--- src/rtl/sat_add_pkg.sv ---
// -----------------------------------------------------------------------------
// sat_add_pkg
// Shared definitions for the signed saturating adder.
//   DEFAULT_WIDTH : default operand/result width in bits.
//   satMax(w)     : largest result code, 2^(w-1)-1.
//   satMin(w)     : smallest result code, -satMax(w). The range is symmetric,
//                   so the most-negative two's-complement code never appears
//                   on the output.
// Optional feature macro (consumed by the other files): SAT_ADD_FLAG_EN.
// -----------------------------------------------------------------------------
package sat_add_pkg;

  localparam int DEFAULT_WIDTH = 4;

  function automatic int satMax(input int width);
    return (1 << (width - 1)) - 1;
  endfunction

  function automatic int satMin(input int width);
    return -satMax(width);
  endfunction

endpackage

--- src/rtl/sat_add_if.sv ---
// -----------------------------------------------------------------------------
// sat_add_if
// Operand/result bundle for sat_add.
//   in_valid  : operands a/b are valid this cycle (master -> slave)
//   a, b      : signed operands, WIDTH bits (master -> slave)
//   o         : signed saturated sum, registered (slave -> master)
//   out_valid : o is valid, registered copy of in_valid (slave -> master)
//   sat       : registered sum was clamped (slave -> master), only present
//               when SAT_ADD_FLAG_EN is defined
// Modports: master (operand source), slave (the adder).
// -----------------------------------------------------------------------------
interface sat_add_if
  import sat_add_pkg::*;
#(
  parameter int WIDTH = DEFAULT_WIDTH
);

  logic                    in_valid;
  logic signed [WIDTH-1:0] a;
  logic signed [WIDTH-1:0] b;
  logic signed [WIDTH-1:0] o;
  logic                    out_valid;

`ifdef SAT_ADD_FLAG_EN
  logic sat;

  modport master (output in_valid, a, b, input o, out_valid, sat);
  modport slave  (input in_valid, a, b, output o, out_valid, sat);
`else
  modport master (output in_valid, a, b, input o, out_valid);
  modport slave  (input in_valid, a, b, output o, out_valid);
`endif

endinterface

--- src/rtl/sat_clamp.sv ---
// -----------------------------------------------------------------------------
// sat_clamp
// Combinational symmetric clamp of a full-precision signed sum.
//   sum_i     : (WIDTH+1)-bit signed sum
//   val_o     : WIDTH-bit signed value clamped to [satMin, satMax]
//   clamped_o : high when clamping changed the value
// -----------------------------------------------------------------------------
module sat_clamp
  import sat_add_pkg::*;
#(
  parameter int WIDTH = DEFAULT_WIDTH
) (
  input  logic signed [WIDTH:0]   sum_i,
  output logic signed [WIDTH-1:0] val_o,
  output logic                    clamped_o
);

  // Limits held at sum width so the comparisons stay signed and full precision.
  localparam int MAX_I = satMax(WIDTH);
  localparam int MIN_I = satMin(WIDTH);
  localparam logic signed [WIDTH:0] MAX_EXT = (WIDTH+1)'(MAX_I);
  localparam logic signed [WIDTH:0] MIN_EXT = (WIDTH+1)'(MIN_I);

  // In-range sums fit in WIDTH bits, so dropping the top bit is lossless there.
  // The lower bound is -MAX, which also folds the most-negative code onto MIN.
  always_comb begin
    val_o     = sum_i[WIDTH-1:0];
    clamped_o = 1'b0;
    if (sum_i > MAX_EXT) begin
      val_o     = MAX_EXT[WIDTH-1:0];
      clamped_o = 1'b1;
    end else if (sum_i < MIN_EXT) begin
      val_o     = MIN_EXT[WIDTH-1:0];
      clamped_o = 1'b1;
    end
  end

endmodule

--- src/rtl/sat_add.sv ---
// -----------------------------------------------------------------------------
// sat_add
// Signed saturating adder with a one-cycle registered result, used for
// fixed-point accumulation in the MNIST inference datapath.
//   clk   : rising-edge clock
//   rst_n : asynchronous active-low reset; clears o, out_valid and sat
//   bus   : sat_add_if.slave (in_valid, a, b in; o, out_valid, sat out)
// Result o = clamp(a + b, -(2^(WIDTH-1)-1), 2^(WIDTH-1)-1), captured on the
// edge where in_valid is high; o/sat hold otherwise, out_valid follows in_valid.
// Macro SAT_ADD_FLAG_EN adds the registered sat flag; without it the flag
// register and port are absent and everything else is identical.
// -----------------------------------------------------------------------------
module sat_add
  import sat_add_pkg::*;
#(
  parameter int WIDTH = DEFAULT_WIDTH
) (
  input  logic     clk,
  input  logic     rst_n,
  sat_add_if.slave bus
);

  logic signed [WIDTH:0]   sumFull;
  logic signed [WIDTH-1:0] clampVal;
  logic signed [WIDTH-1:0] result_q;
  logic signed [WIDTH-1:0] result_d;
  logic                    valid_q;

  // One extra bit of headroom makes the sum exact for every operand pair,
  // including the most-negative code.
  assign sumFull = {bus.a[WIDTH-1], bus.a} + {bus.b[WIDTH-1], bus.b};

`ifdef SAT_ADD_FLAG_EN
  logic clampFlag;
  logic sat_q;
  logic sat_d;

  sat_clamp #(.WIDTH(WIDTH)) u_clamp (
    .sum_i     (sumFull),
    .val_o     (clampVal),
    .clamped_o (clampFlag)
  );
`else
  // Flag has no consumer when the sat port is compiled out.
  logic unusedClamp;

  sat_clamp #(.WIDTH(WIDTH)) u_clamp (
    .sum_i     (sumFull),
    .val_o     (clampVal),
    .clamped_o (unusedClamp)
  );
`endif

  // Result (and flag) only move on a valid beat so o holds across idle cycles.
  always_comb begin
    result_d = result_q;
    if (bus.in_valid) begin
      result_d = clampVal;
    end
  end

`ifdef SAT_ADD_FLAG_EN
  always_comb begin
    sat_d = sat_q;
    if (bus.in_valid) begin
      sat_d = clampFlag;
    end
  end
`endif

  always_ff @(posedge clk or negedge rst_n) begin
    if (!rst_n) begin
      result_q <= '0;
      valid_q  <= 1'b0;
    end else begin
      result_q <= result_d;
      valid_q  <= bus.in_valid;
    end
  end

`ifdef SAT_ADD_FLAG_EN
  always_ff @(posedge clk or negedge rst_n) begin
    if (!rst_n) begin
      sat_q <= 1'b0;
    end else begin
      sat_q <= sat_d;
    end
  end

  assign bus.sat = sat_q;
`endif

  assign bus.o         = result_q;
  assign bus.out_valid = valid_q;

endmodule

--- src/flat_wrapper.sv ---
// flat-port wrapper written by rule: the top's interface ports become plain ports
module sat_add_flat import sat_add_pkg::*;
#(
  parameter int WIDTH = DEFAULT_WIDTH
)
  (clk, rst_n, bus_in_valid, bus_a, bus_b, bus_o, bus_out_valid);
  sat_add_if #(.WIDTH(WIDTH)) bus_i ();
  input  logic clk;
  input  logic rst_n;
  input wire logic [$bits(bus_i.in_valid)-1:0] bus_in_valid;
  input wire logic [$bits(bus_i.a)-1:0] bus_a;
  input wire logic [$bits(bus_i.b)-1:0] bus_b;
  output wire logic [$bits(bus_i.o)-1:0] bus_o;
  output wire logic [$bits(bus_i.out_valid)-1:0] bus_out_valid;
  assign bus_i.in_valid = bus_in_valid;
  assign bus_i.a = bus_a;
  assign bus_i.b = bus_b;
  assign bus_o = bus_i.o;
  assign bus_out_valid = bus_i.out_valid;
  sat_add #(.WIDTH(WIDTH)) u_core (.clk(clk), .rst_n(rst_n), .bus(bus_i));
endmodule
--- config.mk ---
export PLATFORM = sky130hd
export DESIGN_NAME = sat_add_flat
export DESIGN_NICKNAME = d
export VERILOG_FILES = /design/src/rtl/sat_add_pkg.sv /design/src/rtl/sat_add_if.sv /design/src/rtl/sat_clamp.sv /design/src/rtl/sat_add.sv /design/src/flat_wrapper.sv
export SDC_FILE = /design/constraint.sdc
export NUM_CORES = 1
export LEC_CHECK = 0
export ABC_AREA = 1
export CORE_AREA = 2 2 39 41
export DETAILED_ROUTE_END_ITERATION = 10
export DIE_AREA = 0 0 41 43
export PLACE_DENSITY = 0.71
export REMOVE_ABC_BUFFERS = 1
export SYNTH_ARGS = -nofsm -noshare
export SYNTH_HDL_FRONTEND = slang
export SYNTH_SLANG_ARGS = --single-unit
--- constraint.sdc ---
create_clock -name clk -period 0.8 [get_ports clk]
set_input_delay 0.2 -clock clk [delete_from_list [all_inputs] [get_ports clk]]
set_output_delay 0.2 -clock clk [all_outputs]
set_load 0.05 [all_outputs]
* After elaboration in Yosys (flattened, before gate mapping)
Index checks and enable logic that the tools add are counted.
** Operators by class
- $add $sub $neg :: 1
- $mul :: 0
- Divide/modulo/power cells :: 0
- Magnitude comparators :: 2
- Eq/ne operators :: 0
- Shifts and indexed selects :: 0
- Mux-type cells :: 2
- Bitwise gates (word level) :: 0
- Reduce and logical (&&, ||, !) cells :: 0
** Operators by type and width (count)
- 4-bit two-way mux :: 2
- 4-bit by 4-bit adder with 5-bit output :: 1
- 5-bit by 4-bit > comparator with 1-bit output, second input constant :: 1
- 5-bit by 4-bit < comparator with 1-bit output, second input constant :: 1
** Storage, ports and cells
- Bits in registers :: 5
- Latch bits :: 0
- Memory bits (writable) :: 0
- Bits in read-only memories :: 0
- Bits of input ports :: 11
- Output and inout port bits :: 5
- Logic and storage cells :: 7
- Memories kept :: 0

* Depth between registers and ports, before layout
- Depth after elaboration :: 4
- Gate-level depth with buffers :: 11
- Gate-level depth less buffers :: 11

* Hierarchy
Synthesis repeated with hierarchy kept, for this count alone.
** Unflattened totals
- Cell total of the unflattened synthesis :: 58
- Area, all modules :: 399.1 um^2
** By module, submodules not included
- sat_add :: times used 1, cells an instance 44, area an instance 339.1 um^2, seq. area each 125.1 um^2
- sat_clamp :: times used 1, cells an instance 14, area an instance 60.1 um^2, seq. area each 0.0 um^2

* Least setup slack after synthesis
No wires, ideal clock.
- Path kind :: in2reg
- From :: input bus_b[0]
- To :: register u_core.result_q[1] (netlist: u_core.bus.o[1])
- Setup time :: 0.119 ns
- Arrival :: 1.316 ns
- Required time :: 0.681 ns
- Path slack :: -0.635 ns
- Stages on the path :: 10
- Path buffers :: 0
- Cell sequence :: ha_1 > fa_1 > nand2_1 > nand3_2 > nand2_1 > nand2_1 > nand3_2 > nand2_2 > nor2_1 > nor2_1
** Between the ends
- Longest elaborated chain between the ends :: 4
** RTL lines
- from (decl) :: line flat_wrapper.sv:12 : input wire logic [$bits(bus_i.b)-1:0] bus_b;
- 4-bit by 4-bit adder with 5-bit output * :: line sat_add.sv:31 : assign sumFull = {bus.a[WIDTH-1], bus.a} + {bus.b[WIDTH-1], bus.b};
- 5-bit by 4-bit < comparator with 1-bit output :: line sat_clamp.sv:32 : end else if (sum_i < MIN_EXT) begin
- 4-bit two-way mux :: line sat_clamp.sv:32
- 4-bit two-way mux * :: line sat_clamp.sv:29 : if (sum_i > MAX_EXT) begin
- to (signal assigned) :: line sat_add.sv:76 : result_q <= result_d;
- to (decl) :: line sat_add.sv:25 : logic signed [WIDTH-1:0] result_q;
Mark *: on every way between the ends. The rest lies on a longest branch, timed or not.
A chain may end at the register's enable or synchronous reset.

* Worst setup path after layout
- From :: input bus_a[0]
- To :: register u_core.result_q[0] (netlist: u_core.bus.o[0])
** Between the ends
- Longest elaborated chain between the ends :: 4
** RTL lines
- from (decl) :: line flat_wrapper.sv:11 : input wire logic [$bits(bus_i.a)-1:0] bus_a;
- 4-bit by 4-bit adder with 5-bit output * :: line sat_add.sv:31
- 5-bit by 4-bit < comparator with 1-bit output :: line sat_clamp.sv:32
- 4-bit two-way mux :: line sat_clamp.sv:32
- 4-bit two-way mux * :: line sat_clamp.sv:29
Marked as above.

==> flow_summary.toml <==
[outcome]
failed_checks = "setup timing"
outcome = "finished, violations left"

[place]
placed_area_um2 = 667
hpwl_um = 675
portBuffers = 15
place_inst = 90
place.gp.congestion = 0.743

[critical_path]
crit_required_ns = 0.93
slowest_delay_ns = 0.54
critical_path_arrival_ns = 1.44
crit_path_end_kind = "flip-flop"
crit_path_start_kind = "input pin"
cp_max_fo = 2
path_cells = "buf_8 > ha_4 > fa_2 > nor2_1 > nand2_1 > nand3_1 > nand2_1 > nand2_1 > nor2_1 > nor2_1"
path_class = "input pin to flip-flop"
crit_slowest_cell = "fa_2"

[synthesis]
synth_common_cells = "nand2_1 (13), nor2_1 (12), inv_1 (6)"
synth_area_per_cell_um2 = 7.58
synth_top_area_share_pct = 31.2
ys_seq_area_share_pct = 31.2
ys.flop_type = "dfrtp_1"
async_flop_share_pct = 100
synth.largest_area_cell = "dfrtp_1"
yosysUniqueCellTypes = 12
synth_enable_flop_cells = 0
synth_area_leaders = "dfrtp_1 (31%), ha_1 (12%), nand2_1 (12%)"
ys_warn_count = 0
syn_area_um2 = 402
postSynthCellCount = 53
ys_ff_latch = 5
synth.most_common_cell = "nand2_1"

[floorplanning]
die_area_um2 = 1760
start_util_pct = 29.0
rows = 14
core-area_um2 = 1380
die_y_um = 43
io_pins = 16
fp.dieW_um = 41

[power]
power_switching_share_pct = 36.4
p_sw_uw = 479
clkPwrFrac_pct = 22.3
design_power_total_mw = 1.32
p_comb_share_pct = 52.4
power_density_nw_per_um2 = 1670
seqPwrFrac_pct = 25.3
p_int_uw = 836
ir_drop_mv = 0.578
leakage_nw = 0.372

[timing]
hold_violations = 0
final-max-slew-violation-count = 0
worst-slew-pin-transition_ns = 0.223
fin_setup_tns_ns = -2.84
slew_headroom_pct = 85.1
setup_viol = 9
finalCriticalPeriod_ns = 1.31
fmaxAchievable_mhz = 764
timing.final.ws_setup_ns = -0.509
period_share_pct = 164
rsz0062_at_grt = "yes"
fin_skew_ns = 0

[route]
vias_per_cell = 4.59
vias = 445
wl_met3_um = 47
wl_met2_um = 557
wl_per_cell_um = 9.68
wl_um = 939
top_layer = "met3"
m1WireLength_um = 333
drtPass1Iterations = 3
drtIter0Drc = 3
final_antenna_net_count = 0
drc = 0

[clocking]
cts_hold_buf = 0
cts_tree = "built"
insertion_delay_ns = 0.24
clock_sinks = 5
cts_buffers = 3
h-tree-depth = 1
cts_root_buffer = "clkbuf_4"
cts_max_path_buffers = 2
clk_pin_slew_ns = 0.04

[final_layout]
final_nets = 98
n_fill_cell = 127
design_area_um2 = 788
instances_no_fill = 97
syn2layout_area_growth_pct = 96.3
antenna_cells = 0
drive_above_1_share_pct = 45.7

[grt]
track_usage_pct = 13.1
grt_max_degree = 6
grt_pass1_wl_um = 1530
grt_pass1_vias = 412
antenna_found_initial = 0
grt-ovfl-total = 0

[job]
drv_cap = 0

[hold_path]
min_path_type = "input pin to asynchronous set/reset pin"
[path summary, 6_finish.rpt]
check	end	cells after the start	slack (ns)	startpoint
max	u_core.bus.o[0]	10	-0.51	bus_a[0]
min reg2reg	u_core.bus.o[0]	2	0.56	u_core.bus.o[0]
min	u_core.bus.o[2]	1	0.18	rst_n
max reg2reg	u_core.bus.o[1]	3	0.01	u_core.bus.o[1]
min in group clk	u_core.bus.o[0]	6	0.42	bus_b[0]
max in group asynchronous	u_core.bus.o[3]	1	0.44	rst_n
[logic make-up (layout without fill, tap and decap cells)]
group	Yosys count	after routing	share of synthesized area (%)
simple gates	32	32	37.4
compound gates	5	5	8.41
buf+inv	6	34	5.61
fa+ha+maj	5	5	17.4
flops	5	5	31.2
[per-stage QoR]
step / hold slack, ns / worst slack [ns] / utilization, %
2_1_floorplan: -0.0956 / -0.635 / -
3_3_place_gp: 0.432 / -1.13 / 48.2
3_5_place_dp: 0.438 / -1.16 / 48.2
4_1_cts: 0.180 / -0.492 / 55.1
5_1_grt: 0.196 / -0.580 / 57.0
6_report: 0.176 / -0.509 / 57.0
[placed cells by master (no fill, tap or decap)]
master           instances
ha_4                     4
nand3_1                  2
a21oi_2                  2
inv_1                    6
a21boi_2                 1
buf_4                    9
nand2_2                  3
dlygate4sd2_1            4
buf_8                    1
a21boi_1                 1
clkdlybuf4s50_1          2
buf_6                    1
nand3_2                  4
clkdlybuf4s15_2          1
clkbuf_4                 3
clkbuf_1                 1
nor2_2                   2
clkdlybuf4s15_1          1
a21oi_1                  1
nor2_1                  10
buf_12                   5
fa_2                     1
dfrtp_1                  5
nand2_1                 11
[power groups by stage]
| stage | Combinational, mW | Sequential, mW | Clock (mW) |
|---|---|---|---|
| 2_1_floorplan | 0.182 | 0.451 | 0 |
| 3_3_place_gp | 0.597 | 0.334 | 0 |
| 3_5_place_dp | 0.603 | 0.336 | 0 |
| 4_1_cts | 0.646 | 0.333 | 0.302 |
| 5_1_grt | 0.749 | 0.335 | 0.304 |
| 6_report | 0.690 | 0.332 | 0.294 |
[layout make-up]
type                    instances  area, µm²  area share [%]
flip-flops and latches          5        125            15.9
clock buffers                   4       26.3            3.33
multi-input cells              42        324            41.1
inverters                       6       22.5            2.86
well taps                      16       20.0            2.54
repair buffers                 24        270            34.3
[worst max-delay path: cells and delay by family]
kind / cells / cell delay (ns)
AND/OR/NAND/NOR: 7 / 0.45
buffers and inverters: 1 / 0.10
adder cells (fa/ha/maj): 2 / 0.69
[what timing repair did]
| action | 4_1_cts | 5_1_grt |
|---|---|---|
| gates resized for setup | 26 | 4 |
| pin swaps | 20 | 4 |
| setup endpoints to repair | 9 | 9 |
| buffers inserted | 1 | 2 |
| endpoints found under the hold margin | 0 | 0 |
| cloned | 0 | 0 |
[flip-flops by register name, indices dropped and copies added (netlist names)]
signal / cells
u_core.bus.o: 4
u_core.bus.out_valid: 1
[routing by layer]
metal | GRT usage [%] | vias up
li1 | - | 224
met4 | 10.0 | 0
met5 | 0 | -
met2 | 21.3 | 10
met1 | 14.3 | 211
met3 | 1.57 | 0
Note: power is estimated with default switching activity, not from simulation.
